## src/rtl/accelerator_interface_sequencer_if.sv

```systemverilog
// Word-stream handshake carrying the controller's flattened interface vector
// into the sequencer.
interface accelerator_interface_sequencer_if #(
    parameter int DATA_SIZE = 64
);
    logic [DATA_SIZE-1:0] DATA_IN;
    logic                 DATA_IN_VALID;
    logic                 DATA_IN_READY;

    modport master (
        output DATA_IN,
        output DATA_IN_VALID,
        input  DATA_IN_READY
    );

    modport slave (
        input  DATA_IN,
        input  DATA_IN_VALID,
        output DATA_IN_READY
    );
endinterface

```

## src/rtl/accelerator_interface_sequencer.sv

```systemverilog
// Splits the DNC interface vector stream into memory read/write head fields.
// Optional sticky OVERRUN flag: ACCELERATOR_INTERFACE_SEQUENCER_OVERRUN_EN.
module accelerator_interface_sequencer #(
    parameter int DATA_SIZE = 64,
    parameter int W         = 64,
    parameter int R         = 64
) (
    input  logic                 CLK,
    input  logic                 RST,
    input  logic                 START,
    output logic                 READY,
    input  logic [DATA_SIZE-1:0] SIZE_R_IN,
    input  logic [DATA_SIZE-1:0] SIZE_W_IN,
    accelerator_interface_sequencer_if.slave din,
    output logic [DATA_SIZE-1:0] K_READ_OUT,
    output logic [DATA_SIZE-1:0] BETA_READ_OUT,
    output logic [DATA_SIZE-1:0] F_READ_OUT,
    output logic [DATA_SIZE-1:0] PI_READ_OUT,
    output logic [DATA_SIZE-1:0] K_WRITE_OUT,
    output logic [DATA_SIZE-1:0] BETA_WRITE_OUT,
    output logic [DATA_SIZE-1:0] E_WRITE_OUT,
    output logic [DATA_SIZE-1:0] V_WRITE_OUT,
    output logic [DATA_SIZE-1:0] GA_WRITE_OUT,
    output logic [DATA_SIZE-1:0] GW_WRITE_OUT,
    output logic                 K_READ_I_ENABLE,
    output logic                 K_READ_K_ENABLE,
    output logic                 BETA_READ_ENABLE,
    output logic                 F_READ_ENABLE,
    output logic                 PI_READ_ENABLE,
    output logic                 K_WRITE_K_ENABLE,
    output logic                 E_WRITE_K_ENABLE,
    output logic                 V_WRITE_K_ENABLE,
    output logic                 BETA_WRITE_ENABLE,
    output logic                 GA_WRITE_ENABLE,
    output logic                 GW_WRITE_ENABLE
`ifdef ACCELERATOR_INTERFACE_SEQUENCER_OVERRUN_EN
    ,
    output logic                 OVERRUN
`endif
);

    typedef enum logic [3:0] {
        IDLE, K_READ, BETA_READ, F_READ, PI_READ, K_WRITE,
        BETA_WRITE, E_WRITE, V_WRITE, GA_WRITE, GW_WRITE, DONE
    } state_t;

    localparam logic [DATA_SIZE-1:0] R_MAX = DATA_SIZE'(R);
    localparam logic [DATA_SIZE-1:0] W_MAX = DATA_SIZE'(W);
    localparam logic [DATA_SIZE-1:0] PI_LAST = DATA_SIZE'(2);

    localparam int B_GW  = 0;
    localparam int B_GA  = 1;
    localparam int B_VW  = 2;
    localparam int B_EW  = 3;
    localparam int B_BW  = 4;
    localparam int B_KW  = 5;
    localparam int B_PI  = 6;
    localparam int B_FR  = 7;
    localparam int B_BR  = 8;
    localparam int B_KRK = 9;
    localparam int B_KRI = 10;

    state_t               state, state_n, nf;
    logic [DATA_SIZE-1:0] i_cnt, i_n, k_cnt, k_n;
    logic [DATA_SIZE-1:0] sr, sw, sr_in, sw_in;
    logic [10:0]          stb, stb_n;
    logic                 ready_n, in_ready, accept;
    logic                 i_last, k_last;

    function automatic state_t succ(state_t s);
        unique case (s)
            IDLE:       return K_READ;
            K_READ:     return BETA_READ;
            BETA_READ:  return F_READ;
            F_READ:     return PI_READ;
            PI_READ:    return K_WRITE;
            K_WRITE:    return BETA_WRITE;
            BETA_WRITE: return E_WRITE;
            E_WRITE:    return V_WRITE;
            V_WRITE:    return GA_WRITE;
            GA_WRITE:   return GW_WRITE;
            GW_WRITE:   return DONE;
            default:    return IDLE;
        endcase
    endfunction

    function automatic logic is_empty(state_t s, logic rz, logic wz);
        unique case (s)
            K_READ:                     return rz | wz;
            BETA_READ, F_READ, PI_READ: return rz;
            K_WRITE, E_WRITE, V_WRITE:  return wz;
            default:                    return 1'b0;
        endcase
    endfunction

    // At most five consecutive fields can be empty (all reads plus K_WRITE).
    function automatic state_t next_field(state_t s, logic rz, logic wz);
        state_t n;
        n = succ(s);
        for (int j = 0; j < 5; j++)
            if (is_empty(n, rz, wz)) n = succ(n);
        return n;
    endfunction

    assign sr_in    = (SIZE_R_IN > R_MAX) ? R_MAX : SIZE_R_IN;
    assign sw_in    = (SIZE_W_IN > W_MAX) ? W_MAX : SIZE_W_IN;
    assign in_ready = (state != IDLE) && (state != DONE);
    assign accept   = in_ready && din.DATA_IN_VALID;
    assign i_last   = (i_cnt == sr - 1'b1);
    assign k_last   = (k_cnt == sw - 1'b1);
    assign nf       = next_field(state, sr == '0, sw == '0);

    assign din.DATA_IN_READY = in_ready;

    always_comb begin
        state_n = state;
        i_n     = i_cnt;
        k_n     = k_cnt;
        stb_n   = '0;
        ready_n = 1'b0;
        if (state == IDLE) begin
            if (START) state_n = next_field(IDLE, sr_in == '0, sw_in == '0);
        end else if (state == DONE) begin
            state_n = IDLE;
        end else if (accept) begin
            unique case (state)
                K_READ: begin
                    stb_n[B_KRK] = 1'b1;
                    stb_n[B_KRI] = (k_cnt == '0);
                    if (k_last) begin
                        k_n = '0;
                        if (i_last) begin
                            i_n     = '0;
                            state_n = nf;
                        end else begin
                            i_n = i_cnt + 1'b1;
                        end
                    end else begin
                        k_n = k_cnt + 1'b1;
                    end
                end
                BETA_READ, F_READ: begin
                    stb_n[B_BR] = (state == BETA_READ);
                    stb_n[B_FR] = (state == F_READ);
                    if (i_last) begin
                        i_n     = '0;
                        state_n = nf;
                    end else begin
                        i_n = i_cnt + 1'b1;
                    end
                end
                PI_READ: begin
                    stb_n[B_PI] = 1'b1;
                    if (k_cnt == PI_LAST) begin
                        k_n = '0;
                        if (i_last) begin
                            i_n     = '0;
                            state_n = nf;
                        end else begin
                            i_n = i_cnt + 1'b1;
                        end
                    end else begin
                        k_n = k_cnt + 1'b1;
                    end
                end
                K_WRITE, E_WRITE, V_WRITE: begin
                    stb_n[B_KW] = (state == K_WRITE);
                    stb_n[B_EW] = (state == E_WRITE);
                    stb_n[B_VW] = (state == V_WRITE);
                    if (k_last) begin
                        k_n     = '0;
                        state_n = nf;
                    end else begin
                        k_n = k_cnt + 1'b1;
                    end
                end
                BETA_WRITE, GA_WRITE: begin
                    stb_n[B_BW] = (state == BETA_WRITE);
                    stb_n[B_GA] = (state == GA_WRITE);
                    state_n     = nf;
                end
                GW_WRITE: begin
                    stb_n[B_GW] = 1'b1;
                    ready_n     = 1'b1;
                    state_n     = nf;
                end
                default: ;
            endcase
        end
    end

    always_ff @(posedge CLK or negedge RST) begin
        if (!RST) begin
            state <= IDLE;
            i_cnt <= '0;
            k_cnt <= '0;
            sr    <= '0;
            sw    <= '0;
            stb   <= '0;
            READY <= 1'b0;
        end else begin
            state <= state_n;
            i_cnt <= i_n;
            k_cnt <= k_n;
            stb   <= stb_n;
            READY <= ready_n;
            if (state == IDLE && START) begin
                sr <= sr_in;
                sw <= sw_in;
            end
        end
    end

    always_ff @(posedge CLK or negedge RST) begin
        if (!RST) begin
            K_READ_OUT     <= '0;
            BETA_READ_OUT  <= '0;
            F_READ_OUT     <= '0;
            PI_READ_OUT    <= '0;
            K_WRITE_OUT    <= '0;
            BETA_WRITE_OUT <= '0;
            E_WRITE_OUT    <= '0;
            V_WRITE_OUT    <= '0;
            GA_WRITE_OUT   <= '0;
            GW_WRITE_OUT   <= '0;
        end else begin
            if (stb_n[B_KRK]) K_READ_OUT     <= din.DATA_IN;
            if (stb_n[B_BR])  BETA_READ_OUT  <= din.DATA_IN;
            if (stb_n[B_FR])  F_READ_OUT     <= din.DATA_IN;
            if (stb_n[B_PI])  PI_READ_OUT    <= din.DATA_IN;
            if (stb_n[B_KW])  K_WRITE_OUT    <= din.DATA_IN;
            if (stb_n[B_BW])  BETA_WRITE_OUT <= din.DATA_IN;
            if (stb_n[B_EW])  E_WRITE_OUT    <= din.DATA_IN;
            if (stb_n[B_VW])  V_WRITE_OUT    <= din.DATA_IN;
            if (stb_n[B_GA])  GA_WRITE_OUT   <= din.DATA_IN;
            if (stb_n[B_GW])  GW_WRITE_OUT   <= din.DATA_IN;
        end
    end

    assign K_READ_I_ENABLE   = stb[B_KRI];
    assign K_READ_K_ENABLE   = stb[B_KRK];
    assign BETA_READ_ENABLE  = stb[B_BR];
    assign F_READ_ENABLE     = stb[B_FR];
    assign PI_READ_ENABLE    = stb[B_PI];
    assign K_WRITE_K_ENABLE  = stb[B_KW];
    assign BETA_WRITE_ENABLE = stb[B_BW];
    assign E_WRITE_K_ENABLE  = stb[B_EW];
    assign V_WRITE_K_ENABLE  = stb[B_VW];
    assign GA_WRITE_ENABLE   = stb[B_GA];
    assign GW_WRITE_ENABLE   = stb[B_GW];

`ifdef ACCELERATOR_INTERFACE_SEQUENCER_OVERRUN_EN
    always_ff @(posedge CLK or negedge RST) begin
        if (!RST)
            OVERRUN <= 1'b0;
        else if (state == IDLE && START)
            OVERRUN <= 1'b0;
        else if (din.DATA_IN_VALID && !in_ready)
            OVERRUN <= 1'b1;
    end
`endif

endmodule
```

## src/flat_wrapper.sv

```systemverilog
// flat-port wrapper written by rule: the top's interface ports become plain ports
module accelerator_interface_sequencer_flat 
#(
    parameter int DATA_SIZE = 64,
    parameter int W         = 64,
    parameter int R         = 64
)
  (CLK, RST, START, READY, SIZE_R_IN, SIZE_W_IN, K_READ_OUT, BETA_READ_OUT, F_READ_OUT, PI_READ_OUT, K_WRITE_OUT, BETA_WRITE_OUT, E_WRITE_OUT, V_WRITE_OUT, GA_WRITE_OUT, GW_WRITE_OUT, K_READ_I_ENABLE, K_READ_K_ENABLE, BETA_READ_ENABLE, F_READ_ENABLE, PI_READ_ENABLE, K_WRITE_K_ENABLE, E_WRITE_K_ENABLE, V_WRITE_K_ENABLE, BETA_WRITE_ENABLE, GA_WRITE_ENABLE, GW_WRITE_ENABLE, din_DATA_IN, din_DATA_IN_VALID, din_DATA_IN_READY);
  accelerator_interface_sequencer_if #(.DATA_SIZE(DATA_SIZE)) din_i ();
  input  logic CLK;
  input  logic RST;
  input  logic START;
  output logic READY;
  input  logic [DATA_SIZE-1:0] SIZE_R_IN;
  input  logic [DATA_SIZE-1:0] SIZE_W_IN;
  output logic [DATA_SIZE-1:0] K_READ_OUT;
  output logic [DATA_SIZE-1:0] BETA_READ_OUT;
  output logic [DATA_SIZE-1:0] F_READ_OUT;
  output logic [DATA_SIZE-1:0] PI_READ_OUT;
  output logic [DATA_SIZE-1:0] K_WRITE_OUT;
  output logic [DATA_SIZE-1:0] BETA_WRITE_OUT;
  output logic [DATA_SIZE-1:0] E_WRITE_OUT;
  output logic [DATA_SIZE-1:0] V_WRITE_OUT;
  output logic [DATA_SIZE-1:0] GA_WRITE_OUT;
  output logic [DATA_SIZE-1:0] GW_WRITE_OUT;
  output logic K_READ_I_ENABLE;
  output logic K_READ_K_ENABLE;
  output logic BETA_READ_ENABLE;
  output logic F_READ_ENABLE;
  output logic PI_READ_ENABLE;
  output logic K_WRITE_K_ENABLE;
  output logic E_WRITE_K_ENABLE;
  output logic V_WRITE_K_ENABLE;
  output logic BETA_WRITE_ENABLE;
  output logic GA_WRITE_ENABLE;
  output logic GW_WRITE_ENABLE;
  input wire logic [$bits(din_i.DATA_IN)-1:0] din_DATA_IN;
  input wire logic [$bits(din_i.DATA_IN_VALID)-1:0] din_DATA_IN_VALID;
  output wire logic [$bits(din_i.DATA_IN_READY)-1:0] din_DATA_IN_READY;
  assign din_i.DATA_IN = din_DATA_IN;
  assign din_i.DATA_IN_VALID = din_DATA_IN_VALID;
  assign din_DATA_IN_READY = din_i.DATA_IN_READY;
  accelerator_interface_sequencer #(.DATA_SIZE(DATA_SIZE), .W(W), .R(R)) u_core (.CLK(CLK), .RST(RST), .START(START), .READY(READY), .SIZE_R_IN(SIZE_R_IN), .SIZE_W_IN(SIZE_W_IN), .din(din_i), .K_READ_OUT(K_READ_OUT), .BETA_READ_OUT(BETA_READ_OUT), .F_READ_OUT(F_READ_OUT), .PI_READ_OUT(PI_READ_OUT), .K_WRITE_OUT(K_WRITE_OUT), .BETA_WRITE_OUT(BETA_WRITE_OUT), .E_WRITE_OUT(E_WRITE_OUT), .V_WRITE_OUT(V_WRITE_OUT), .GA_WRITE_OUT(GA_WRITE_OUT), .GW_WRITE_OUT(GW_WRITE_OUT), .K_READ_I_ENABLE(K_READ_I_ENABLE), .K_READ_K_ENABLE(K_READ_K_ENABLE), .BETA_READ_ENABLE(BETA_READ_ENABLE), .F_READ_ENABLE(F_READ_ENABLE), .PI_READ_ENABLE(PI_READ_ENABLE), .K_WRITE_K_ENABLE(K_WRITE_K_ENABLE), .E_WRITE_K_ENABLE(E_WRITE_K_ENABLE), .V_WRITE_K_ENABLE(V_WRITE_K_ENABLE), .BETA_WRITE_ENABLE(BETA_WRITE_ENABLE), .GA_WRITE_ENABLE(GA_WRITE_ENABLE), .GW_WRITE_ENABLE(GW_WRITE_ENABLE));
endmodule
```

## config.mk

```make
export PLATFORM = sky130hd
export DESIGN_NAME = accelerator_interface_sequencer_flat
export DESIGN_NICKNAME = d
export VERILOG_FILES = /design/src/rtl/accelerator_interface_sequencer_if.sv /design/src/rtl/accelerator_interface_sequencer.sv /design/src/flat_wrapper.sv
export SDC_FILE = /design/constraint.sdc
export NUM_CORES = 2
export LEC_CHECK = 0
export ABC_AREA = 1
export BUFFER_PORTS_ARGS = -buffer_cell sky130_fd_sc_hd__buf_2
export CAP_MARGIN = 20
export CORE_AREA = 2 2 332 334
export CTS_BUF_LIST = sky130_fd_sc_hd__clkbuf_4 sky130_fd_sc_hd__clkbuf_8
export DETAILED_ROUTE_END_ITERATION = 6
export DIE_AREA = 0 0 334 336
export HOLD_SLACK_MARGIN = 0.15
export PLACE_DENSITY = 0.69
export SLEW_MARGIN = 20
export SYNTH_ARGS = -nofsm -noshare
export SYNTH_HDL_FRONTEND = slang
export SYNTH_SLANG_ARGS = --single-unit
```

## constraint.sdc

```tcl
create_clock -name CLK -period 7.6 [get_ports CLK]
set_input_delay 0.38 -clock CLK [delete_from_list [all_inputs] [get_ports CLK]]
set_output_delay 0.38 -clock CLK [all_outputs]
set_load 0.005 [all_outputs]
```

# After elaboration in Yosys (flattened, before gate mapping)
# Memories as Yosys holds them, arrays and structs flattened.
# Cells that the tools add are included.
# totals
ff_bits,912
mem_bits_ro,704
inputBits,196
out_inout_bits,653
word_cells,243
n_memories,11
# op_classes
n_addsub,4
magnitude_cmp,2
eq_ne,91
muxes,72
bitwise_logic,4
reduce_logical,42
# mem_list
name,words,word_bits,read_ports,rd_clocked_by_memory_dff,write_ports,line,rtl
(name not given),16,4,1,0,0,accelerator_interface_sequencer.sv:71,unique case (s)
(name not given),16,4,1,0,0,accelerator_interface_sequencer.sv:71,
(name not given),16,4,1,0,0,accelerator_interface_sequencer.sv:71,
(name not given),16,4,1,0,0,accelerator_interface_sequencer.sv:71,
(name not given),16,4,1,0,0,accelerator_interface_sequencer.sv:71,
(name not given),16,4,1,0,0,accelerator_interface_sequencer.sv:71,
5 more memories,--,--,--,--,--,--,
# op_table
operator,n
two-way mux 64 bit,7
logical NOT 64 bit,5
case mux 64 bit (3 select lines),1
"equality test 4 x 3 -> 1 bit, second input constant",34
"adder 64 x 1 -> 64 bit, second input constant",2
equality test 64 bit,2
"> comparator 64 x 7 -> 1 bit, second input constant",2
case mux 64 bit (2 select lines),1
"subtractor 64 x 1 -> 64 bit, second input constant",2
two-way mux 4 bit,28
"equality test 4 x 2 -> 1 bit, second input constant",22
OR reduction 3 bit,22
"equality test 64 x 2 -> 1 bit, second input constant",1
"equality test 4 bit, second input constant",14
"equality test 4 x 1 -> 1 bit, second input constant",11
two-way mux 11 bit,3
case mux 1 bit (3 select lines),10
case mux 4 bit (5 select lines),1
two-way mux 1 bit,18
"inequality test 4 x 1 -> 1 bit, second input constant",3
AND reduction 6 bit,2
nonzero test 7 bit,1
two-way mux 2 bit,3
nonzero test 3 bit,2
12 further kinds,18

# Depth between registers and ports, before layout
# depth
word_depth,42
depth_mapped,59
depth_no_buf,59

# Least setup slack after synthesis
# Ideal clock, no wire load.
# synth_timing
path_type,register to register
from,register u_core.state[2]
to,register u_core.state[2]
setup_ns,0.073
arrival_ns,6.196
setup_slack_ns,1.331
path_stages_with_launch,57
path_buffers,1
path_cell_list,dfrtp_1 buf_4 nand2_1 inv_1 nor2_1 inv_1 ha_1 o211ai_2 nand2_1 nand3_1 nand3_2 mux2i_1 inv_1 ha_1 nor3_1 nor2_1 nand2_1 nand2_1 (+21 left out) inv_2 nand2_4 inv_1 nand2_1 nand2_1 inv_1 ha_1 nand2_1 nand2_1 nand2_1 inv_1 nand3_1 nand2_2 nor2_4 nand2_4 nand2_1 nand3_1 a21oi_2
# synth_via
elab_chain_len,27
word_cells_on_any_way,95
classes_between,eq/ne (51); mux (18); reduce/logical (20); memory (6)
# synth_lines
item,line,rtl
start: declaration,accelerator_interface_sequencer.sv:63,"state_t state, state_n, nf;"
start signal: assignment,accelerator_interface_sequencer.sv:202,state <= state_n;
memory read (16 x 4 bit),--,
"equality test 4 x 3 -> 1 bit, or another cell as far along",accelerator_interface_sequencer.sv:88,unique case (s)
OR reduction 3 bit,accelerator_interface_sequencer.sv:88,
case mux 1 bit (3 select lines),accelerator_interface_sequencer.sv:88,
two-way mux 4 bit,accelerator_interface_sequencer.sv:101,"if (is_empty(n, rz, wz)) n = succ(n);"
"equality test 4 x 3 -> 1 bit, or another cell as far along",accelerator_interface_sequencer.sv:88,
OR reduction 3 bit,accelerator_interface_sequencer.sv:88,
case mux 1 bit (3 select lines),accelerator_interface_sequencer.sv:88,
(+11 left out),--,
case mux 1 bit (3 select lines),accelerator_interface_sequencer.sv:88,
two-way mux 4 bit,accelerator_interface_sequencer.sv:101,
two-way mux 4 bit,"accelerator_interface_sequencer.sv:132, accelerator_interface_sequencer.sv:145, accelerator_interface_sequencer.sv:156",
"two-way mux 4 bit, on equally long branches","accelerator_interface_sequencer.sv:154, accelerator_interface_sequencer.sv:130",
case mux 4 bit (5 select lines),accelerator_interface_sequencer.sv:126,unique case (state)
two-way mux 4 bit,accelerator_interface_sequencer.sv:125,end else if (accept) begin
two-way mux 4 bit,accelerator_interface_sequencer.sv:123,end else if (state == DONE) begin
two-way mux 4 bit,accelerator_interface_sequencer.sv:121,if (state == IDLE) begin
# Several ways; a longest one is shown, not always the timed one. The select of a mux whose other input is x is not followed.
# A chain may end at the register's enable or synchronous reset.

# Worst setup path after layout
# layout_timing
from,register u_core.state[1]
to,register u_core.state[0]
# Same word-level chain as after synthesis.

==> metrics.csv <==
metric,value,unit
status,"finished, final reports clean",
yosysUniqueCellTypes,66,
drv_slew,0,
dp_cells,7295,
die_y,336,um
ir_drop,548,uV
max_freq,146,MHz
die_area,112000,um^2
period_needed,6850,ps
skew,56.8,ps
ys_ff_latch,911,
ys.flop_type,dfrtp_1,
grt_pass1_vias,39000,
worst_pin_slew,1050,ps
ios,849,
synth_edf_count,0,
r2r_slack,750,ps
dr_total_vias,40500,
cts.sinks,911,
critPathMaxFanout,6,
grtUsageTotal,0.285,
grt_pass1_wl,243,mm
syn_to_final_growth,22.6,%
final_nets,6359,
start_util,0.407,
setup_ws,752,ps
port_buffers,848,
gr-total-overflow,0,
path_class,reg -> reg,
synth_area,44100,um^2
rows,121,
r2r_cells,57,
hold_viol,0,
drcViolationCount,0,
slew_headroom,0.299,
yosysSeqAreaShare,0.516,
postRouteAntennaNets,0,
hpwl,119,mm
rr_endpoint,u_core.state[0],
grt_antenna_before_repair,11,
yosysWarnings,0,
crit_path_frequent_cell,nand2_1,
mostFrequentLayoutCell,nand2_1,
clock_latency,860,ps
dr.first_iter.drc_count,3646,
vias_per_cell,5.28,
hp-start,din_DATA_IN[44],
hold_end,u_core.F_READ_OUT[44],
power.density,431,nW/um^2
finalSetupViolations,0,
cts_buffers,158,
place.gp.congestion,0.976,
leakage,28.5,nW
drive_gt1_frac,0.222,
htree_levels,4,
cp_slowest_cell,dfrtp_1,
final_cell_mix,"nand2_1 (1,218), dfrtp_1 (910), buf_2 (847)",
grt_max_degree,176,
cts_root_buf,clkbuf_8,
post-route-period-util,0.901,
instances_no_fill,7667,
hold_class,in -> reg,
design.core.area,108000,um^2
dieWidth,334,um
first_pass_iters,6,
syn_inst,5204,
r2r_start,u_core.state[1],
cts_tree,yes,
wl,163,mm
slowest_delay,420,ps
clockBufferDepth,3,
start_kind,flip-flop,
worstSetupStartpoint,u_core.state[1],
syn_nets,5438,
maxCapViolCount,0,
required,8370,ps
routedWlPerCell,21.3,um
critPathArrivalTime,7620,ps
ys_async_sr_fraction,1.00,
path_clk_slew,70,ps
syn_area_per_cell,8.48,um^2
utilization,0.499,
pre_cts_slack,376,ps
critPathCaptureType,flip-flop,
whs_path_depth,3,
-- cells by family (layout without fill, tap and decap cells) --
family                   Yosys count  in the layout  share of synthesized area
AO/OA/AOI/OAI                    879            879                      0.107
other                              0              5                          0
adder cells (fa/ha/maj)           38             38                     0.0108
flip-flops                       911            911                      0.516
XOR/XNOR                         298            298                     0.0591
AND/OR/NAND/NOR                 2318           2318                      0.240
buffers and inverters            758           1802                     0.0656
multiplexers                       2              2                   0.000482
-- power breakdown --
group          switching (W)  internal (W)
Clock                0.00221       0.00278
Sequential           0.00102       0.00644
Combinational        0.00697       0.00389
Total                 0.0102        0.0131
-- routing by layer --
metal / vias to the layer above / part of all wire / routed length, um / GRT usage
li1: 18800 / - / - / -
met3: 375 / 0.090 / 14800 / 0.0751
met2: 1842 / 0.45 / 74000 / 0.447
met5: - / 0.000080 / 13 / 0
met4: 2 / 0.050 / 8100 / 0.132
met1: 19500 / 0.41 / 66200 / 0.368
-- worst max path at each step --
stage                      endpoint  slack [ps]
floorplan           u_core.state[2]        1330
global placement    u_core.state[1]         470
detailed placement  u_core.state[0]         380
CTS                 u_core.state[1]         340
global route        u_core.state[2]          -7
finish              u_core.state[0]         750
-- repair_timing --
action / CTS / global route
gates resized for setup: 0 / 10
endpoints found under the setup margin: 0 / 4
endpoints found under the hold margin: 628 / 0
hold buffers: 82 / 0
buffers inserted: 0 / 2
-- stage by stage --
step	hold WS (ps)	setup TNS (ps)	cell area (um^2)	power, W
floorplan	84.4	0	44100	0.0141
global placement	460	0	49700	0.0180
detailed placement	467	0	49700	0.0182
CTS	156	0	54100	0.0233
global route	203	-6.98	54100	0.0250
finish	184	0	54100	0.0233
-- cells in the mapped netlist (all sizes together), types with 8 or more instances --
cell type / number / area, um^2
nor2: 456 / 2070
o22ai: 71 / 444
or4: 8 / 60.1
nor4: 109 / 688
o21ai: 693 / 3470
clkbuf: 166 / 623
a211oi: 9 / 67.6
ha: 38 / 475
nor3: 122 / 662
o211ai: 12 / 95.1
or2: 30 / 188
o31ai: 33 / 253
xor2: 223 / 1950
buf: 31 / 159
inv: 557 / 2100
nand2: 1280 / 5010
xnor2: 75 / 657
nand3b: 11 / 95.1
nand4: 112 / 752
a21oi: 36 / 195
dfrtp: 911 / 22800
nor3b: 10 / 75.1
nand3: 161 / 868
-- critical path: cells and delay by family (launching register included) --
kind                       cells  cell delay, ps
AOI/OAI and AO/OA              5             600
adders and majority gates      6            1370
buffers and inverters         14            1240
DFF                            1             420
muxes                          1             280
and+or+nand+nor               31            2850
-- layout make-up --
| type | instances | area, um^2 |
|---|---|---|
| Sequential cell | 911 | 22800 |
| Antenna cell | 5 | 12.5 |
| Multi-Input combinational cell | 3535 | 18500 |
| Clock inverter | 39 | 417 |
| Clock buffer | 244 | 3110 |
| Fill cell | 10400 | 54300 |
| Inverter | 561 | 2120 |
| Timing Repair Buffer | 958 | 5350 |
| Tap cell | 1414 | 1770 |
Note: power is estimated with default switching activity, not from simulation.
